==> src/rtl/uart_pkg.sv <==
// uart_pkg: shared types and default constants for the UART sender slice.
//   uart_state_t      : sender FSM state encoding
//   UART_CLK_PER_BIT  : default clock cycles per serial bit
//   UART_DATA_BITS    : default payload bits per frame
//   UART_STOP_BITS    : default stop bits per frame
// Optional feature macro: UART_SENDER_PARITY_EN (adds the parity state).
package uart_pkg;

    localparam int unsigned UART_CLK_PER_BIT = 31250;
    localparam int unsigned UART_DATA_BITS   = 8;
    localparam int unsigned UART_STOP_BITS   = 1;

    // The ST_ prefix keeps the DATA state distinct from the DATA port.
    typedef enum logic [2:0] {
        ST_IDLE,
        ST_START,
        ST_DATA,
`ifdef UART_SENDER_PARITY_EN
        ST_PARITY,
`endif
        ST_STOP
    } uart_state_t;

endpackage

==> src/rtl/uart_baud_counter.sv <==
// uart_baud_counter: bit timer for the UART sender.
//   CLK, RST_N : clock, asynchronous active-low reset
//   en         : count while a frame is in progress, held at 0 otherwise
//   restart    : force the count back to 0 (word acceptance)
//   bit_end    : one-cycle pulse on the last cycle of each serial bit
module uart_baud_counter
    import uart_pkg::*;
#(
    parameter int unsigned CLK_PER_BIT = UART_CLK_PER_BIT
) (
    input  logic CLK,
    input  logic RST_N,
    input  logic en,
    input  logic restart,
    output logic bit_end
);

    localparam int unsigned     CNT_W    = $clog2(CLK_PER_BIT);
    localparam logic [CNT_W-1:0] CNT_LAST = CNT_W'(CLK_PER_BIT - 1);

    logic [CNT_W-1:0] cnt;

    always_ff @(posedge CLK or negedge RST_N) begin
        if (!RST_N) begin
            cnt <= '0;
        end else if (restart || !en || bit_end) begin
            cnt <= '0;
        end else begin
            cnt <= cnt + 1'b1;
        end
    end

    assign bit_end = en && (cnt == CNT_LAST);

endmodule

==> src/rtl/uart_sender.sv <==
// uart_sender: valid/ready fed asynchronous serial transmitter.
//   CLK      : system clock, rising edge
//   RST_N    : asynchronous active-low reset
//   DATA     : payload word, captured when VALID && READY
//   VALID    : producer offers DATA
//   READY    : idle and able to accept a word this cycle
//   UART_TX  : registered serial line, idles high
//   BUSY     : a frame is in progress (equals !READY out of reset)
// Frame: start(0), DATA_BITS LSB first, optional even parity, STOP_BITS high.
// Optional feature macro: UART_SENDER_PARITY_EN (even-parity bit).
module uart_sender
    import uart_pkg::*;
#(
    parameter int unsigned CLK_PER_BIT = UART_CLK_PER_BIT,
    parameter int unsigned DATA_BITS   = UART_DATA_BITS,
    parameter int unsigned STOP_BITS   = UART_STOP_BITS
) (
    input  logic                 CLK,
    input  logic                 RST_N,
    input  logic [DATA_BITS-1:0] DATA,
    input  logic                 VALID,
    output logic                 READY,
    output logic                 UART_TX,
    output logic                 BUSY
);

    localparam int unsigned      IDX_W     = $clog2(DATA_BITS);
    localparam logic [IDX_W-1:0] LAST_DATA = IDX_W'(DATA_BITS - 1);
    localparam logic [IDX_W-1:0] LAST_STOP = IDX_W'(STOP_BITS - 1);

    if (CLK_PER_BIT < 2) begin : g_bad_clk_per_bit
        $error("uart_sender: CLK_PER_BIT must be 2 or more");
    end
    if (DATA_BITS < 5 || DATA_BITS > 9) begin : g_bad_data_bits
        $error("uart_sender: DATA_BITS must be in 5..9");
    end
    if (STOP_BITS < 1 || STOP_BITS > 2) begin : g_bad_stop_bits
        $error("uart_sender: STOP_BITS must be 1 or 2");
    end

    uart_state_t          state, state_n;
    logic [DATA_BITS-1:0] shreg, shreg_n;
    logic [IDX_W-1:0]     idx, idx_n;
    logic                 tx_q, tx_n;
    logic                 armed;
    logic                 restart;
    logic                 bit_end;
`ifdef UART_SENDER_PARITY_EN
    logic                 par_q, par_n;
`endif

    // armed holds READY low until the first edge after reset release.
    assign READY   = armed && (state == ST_IDLE);
    assign BUSY    = (state != ST_IDLE);
    assign UART_TX = tx_q;

    uart_baud_counter #(
        .CLK_PER_BIT(CLK_PER_BIT)
    ) u_baud (
        .CLK     (CLK),
        .RST_N   (RST_N),
        .en      (BUSY),
        .restart (restart),
        .bit_end (bit_end)
    );

    always_ff @(posedge CLK or negedge RST_N) begin
        if (!RST_N) begin
            state <= ST_IDLE;
            shreg <= '0;
            idx   <= '0;
            tx_q  <= 1'b1;
            armed <= 1'b0;
`ifdef UART_SENDER_PARITY_EN
            par_q <= 1'b0;
`endif
        end else begin
            state <= state_n;
            shreg <= shreg_n;
            idx   <= idx_n;
            tx_q  <= tx_n;
            armed <= 1'b1;
`ifdef UART_SENDER_PARITY_EN
            par_q <= par_n;
`endif
        end
    end

    // The line value for the next bit is computed here and registered, so
    // tx_q changes exactly on bit boundaries.
    always_comb begin
        state_n = state;
        shreg_n = shreg;
        idx_n   = idx;
        tx_n    = tx_q;
        restart = 1'b0;
`ifdef UART_SENDER_PARITY_EN
        par_n   = par_q;
`endif
        case (state)
            ST_IDLE: begin
                if (VALID && READY) begin
                    state_n = ST_START;
                    shreg_n = DATA;
                    idx_n   = '0;
                    tx_n    = 1'b0;
                    restart = 1'b1;
`ifdef UART_SENDER_PARITY_EN
                    par_n   = ^DATA;
`endif
                end
            end
            ST_START: begin
                if (bit_end) begin
                    state_n = ST_DATA;
                    tx_n    = shreg[0];
                end
            end
            ST_DATA: begin
                if (bit_end) begin
                    if (idx == LAST_DATA) begin
                        idx_n   = '0;
`ifdef UART_SENDER_PARITY_EN
                        state_n = ST_PARITY;
                        tx_n    = par_q;
`else
                        state_n = ST_STOP;
                        tx_n    = 1'b1;
`endif
                    end else begin
                        idx_n   = idx + 1'b1;
                        shreg_n = {1'b0, shreg[DATA_BITS-1:1]};
                        tx_n    = shreg[1];
                    end
                end
            end
`ifdef UART_SENDER_PARITY_EN
            ST_PARITY: begin
                if (bit_end) begin
                    state_n = ST_STOP;
                    tx_n    = 1'b1;
                end
            end
`endif
            ST_STOP: begin
                if (bit_end) begin
                    if (idx == LAST_STOP) begin
                        state_n = ST_IDLE;
                        idx_n   = '0;
                    end else begin
                        idx_n   = idx + 1'b1;
                    end
                    tx_n = 1'b1;
                end
            end
            default: begin
                state_n = ST_IDLE;
                idx_n   = '0;
                tx_n    = 1'b1;
            end
        endcase
    end

endmodule
==> config.mk <==
export PLATFORM = sky130hd
export DESIGN_NAME = uart_sender
export DESIGN_NICKNAME = d
export VERILOG_FILES = /design/src/rtl/uart_pkg.sv /design/src/rtl/uart_baud_counter.sv /design/src/rtl/uart_sender.sv
export SDC_FILE = /design/constraint.sdc
export NUM_CORES = 1
export LEC_CHECK = 0
export BUFFER_PORTS_ARGS = -buffer_cell sky130_fd_sc_hd__buf_2
export CORE_MARGIN = 1.5
export CORE_UTILIZATION = 53
export DETAILED_ROUTE_END_ITERATION = 7
export GPL_ROUTABILITY_DRIVEN = 0
export PLACE_DENSITY = 0.78
export SLEW_MARGIN = 20
export SYNTH_ARGS = -nofsm -noshare
export SYNTH_HDL_FRONTEND = slang
export SYNTH_HIERARCHICAL = 1
export SYNTH_SLANG_ARGS = --single-unit
==> constraint.sdc <==
create_clock -name CLK -period 2.4 [get_ports CLK]
set_clock_uncertainty 0.1 [all_clocks]
set_input_delay 0 -clock CLK [delete_from_list [all_inputs] [get_ports CLK]]
set_output_delay 0 -clock CLK [all_outputs]
set_load 0.005 [all_outputs]
==> flow_metrics.tcl <==
set metrics [dict create \
    cts_buffers 5 \
    crit_required_ps 2550 \
    r2r_setup_slack_ps 160 \
    critPathKind "flop to flop" \
    synth_area_leaders "dfrtp_1, ha_1, nor2_1" \
    grt_pass1_wl_mm 5.14 \
    dr.pass1.iters 4 \
    portBuffers 13 \
    drt_wl_total_mm 2.93 \
    cts_sinks 30 \
    vias 1210 \
    fin_cells 222 \
    hp-class "primary input to asynchronous set/reset pin" \
    grt_pass1_vias 1195 \
    hold_violations 0 \
    syn_inst 158 \
    drt-initial-drc-count 48 \
    yosysSeqAreaShare_pct 45.5 \
    yosys.area.top_type_share_pct 43.9 \
    startpoint_type "flop" \
    yosysMostFrequentCell "dfrtp_1" \
    clockRootBuffer "clkbuf_4" \
    setup_viol 0 \
    crit_fanout 16 \
    ant_nets 0 \
    slowest_stage "dfrtp_1" \
    synth_nets 178 \
    placedCellCount 204 \
    critPathBufInv 4 \
    clock_latency_ps 330 \
    ys_warn_count 6 \
    slew_violations 0 \
    grt_setup_unrepaired "no" \
    clk_pin_slew_worst_paths_ps 100 \
    cap_violations 0 \
    pre_cts_ws_ps 146 \
    synthDistinctLibCells 34 \
    multi_input_area_sq_um 841 \
    status "finished, final reports clean" \
    grt_max_degree 31 \
    synth.ff_latch_count 30 \
    grt_usage_pct 19.9 \
    syn-cell-area_sq_um 1650 \
    drc 0 \
    layout.area.seq_sq_um 752 \
    synth_edf_count 0 \
    die-height_microns 58.9 \
    grt_antenna_before_repair 0 \
    setup_ws_ps 163 \
    tightest_slew_ps 658 \
    p_leak_nw 0.882 \
    p_per_area_nw_per_um2 482 \
    die_w_microns 58.9 \
    wl_per_cell_microns 13.2 \
    cts_tree "built" \
    hpwl_mm 2.03 \
    path_cells "inv_1 -> ha_1 -> inv_2 -> nand4_1 -> nor3_1 -> buf_4 -> nand2b_2 -> a211oi_4 -> buf_6 -> nor2_1 -> a21oi_1" \
    cts_buffer_depth 2 \
    synthTopCellsByCount "dfrtp_1, nor2_1, xnor2_1" \
    core_sq_um 3000 \
    ys_async_sr_fraction_pct 100 \
    io_pins 14 \
    synthFlopType "dfrtp_1" \
    endpoint_kind "flop" \
    initial_core_util_pct 55.1 \
    setup_tns_ps 0 \
    rr_worst_depth 11 \
    rows 20 \
    die_area_sq_um 3470 \
    final_nets 208 \
    irDropWorstVdd_uv 335 \
    slowest_delay_ps 390 \
    crit_family "buffers and inverters" \
    vias_per_cell 5.45 \
    arrival_ps 2380 \
    drive_gt1_share_pct 21.7 \
    num_antenna_cells 0 \
    fin_crit_sh_pct 93.2 \
    areaGrowthSynthToFinish_pct 17.0 \
    synth_area_leader_cell "dfrtp_1" \
    overflow 0 \
    fmax_ghz 0.447 \
    cts_max_level 2 \
    utilization_pct 64.5 \
    worst-path-stages 11 \
    period_minus_slack_ps 2240 \
    syn_avg_cell_area_sq_um 10.5 \
    num-fill-cells 240 \
    relSlewSlack_pct 56.1 \
]
==> per-stage QoR <==
step           total power, W  hold WS (ps)  area [sq um]
2_1_floorplan        0.000537          -396          1650
4_1_cts              0.000951           131          1920
3_5_place_dp         0.000559         -32.0          1760
3_3_place_gp         0.000556         -41.3          1760
6_report             0.000933           117          1940
5_1_grt              0.000976           170          1940
==> timing repair <==
item                                    in CTS  in global routing
hold buffers                                 9                  0
endpoints found under the setup margin       0                  8
setup buffers                                0                  1
endpoints found under the hold margin       38                  0
resized for setup                            0                  2
==> cells in the final DEF, fill, tap and decap left out, types with 2 or more instances in the layout <==
cell / count
nor4_1: 4
nor2_1: 28
nor2b_1: 2
clkbuf_4: 5
nand2_1: 6
a21oi_1: 7
mux2i_1: 9
clkbuf_8: 3
nor3_1: 5
dlygate4sd3_1: 9
nand2b_1: 4
dfrtp_1: 29
o21ai_0: 2
and3_1: 2
nand4_1: 3
ha_1: 9
buf_4: 3
nand3_1: 4
inv_1: 8
a21oi_2: 3
xnor2_1: 11
xor2_1: 2
buf_2: 13
mux2_2: 3
==> cell type report <==
type                            count  area share, %
Inverter                            9           1.75
Multi-Input combinational cell    116           43.4
Sequential cell                    30           38.8
Clock buffer                        8           4.07
Timing Repair Buffer               26           9.76
Tap cell                           33           2.13
==> state kept, by name, indices dropped and copies added (netlist names) <==
name	count
UART_TX	1
u_baud/cnt	15
idx	3
shreg	8
armed	1
state	2
==> metal layers <==
layer | global-route usage, % | share of wire, % | vias to the layer above
met5 | 0 | 0 | -
met4 | 9.74 | 1.5 | 0
met3 | 4.62 | 4.2 | 5
met2 | 33.7 | 51 | 22
met1 | 23.8 | 43 | 590
li1 | - | - | 593
==> final timing paths <==
path,end,start
hold reg to reg,u_baud/cnt[0],u_baud/cnt[0]
hold / removal,state[1],RST_N
max in group asynchronous,u_baud/cnt[1],RST_N
min in group CLK,u_baud/cnt[7],VALID
setup reg to reg,shreg[5],state[0]
setup / recovery,shreg[5],state[0]
==> cells by family after synthesis <==
family          count (synthesis)  synth area share (%)
other cells                     1                 0.227
mux                            13                  8.40
fa+ha+maj                       9                  6.81
flops                          30                  45.5
buf+inv                        12                  3.71
xor+xnor                       13                  6.88
compound gates                 16                  8.93
simple gates                   64                  19.6
==> worst register-to-register path, delay by kind of cell (launching register included) <==
| kind | cells | cell delay (ps) |
|---|---|---|
| buffers and inverters | 4 | 540 |
| adder cells (fa/ha/maj) | 1 | 250 |
| AO/OA/AOI/OAI | 2 | 370 |
| AND/OR/NAND/NOR | 4 | 490 |
| flip-flops | 1 | 390 |
==> power by group <==
group | internal [W] | switching, W | leakage, nW
sequential | 0.000513 | 0.00000485 | 0.370
combinational | 0.0000214 | 0.0000199 | 0.467
clock | 0.000200 | 0.000174 | 0.0446
(Power assumes the default switching activity.)
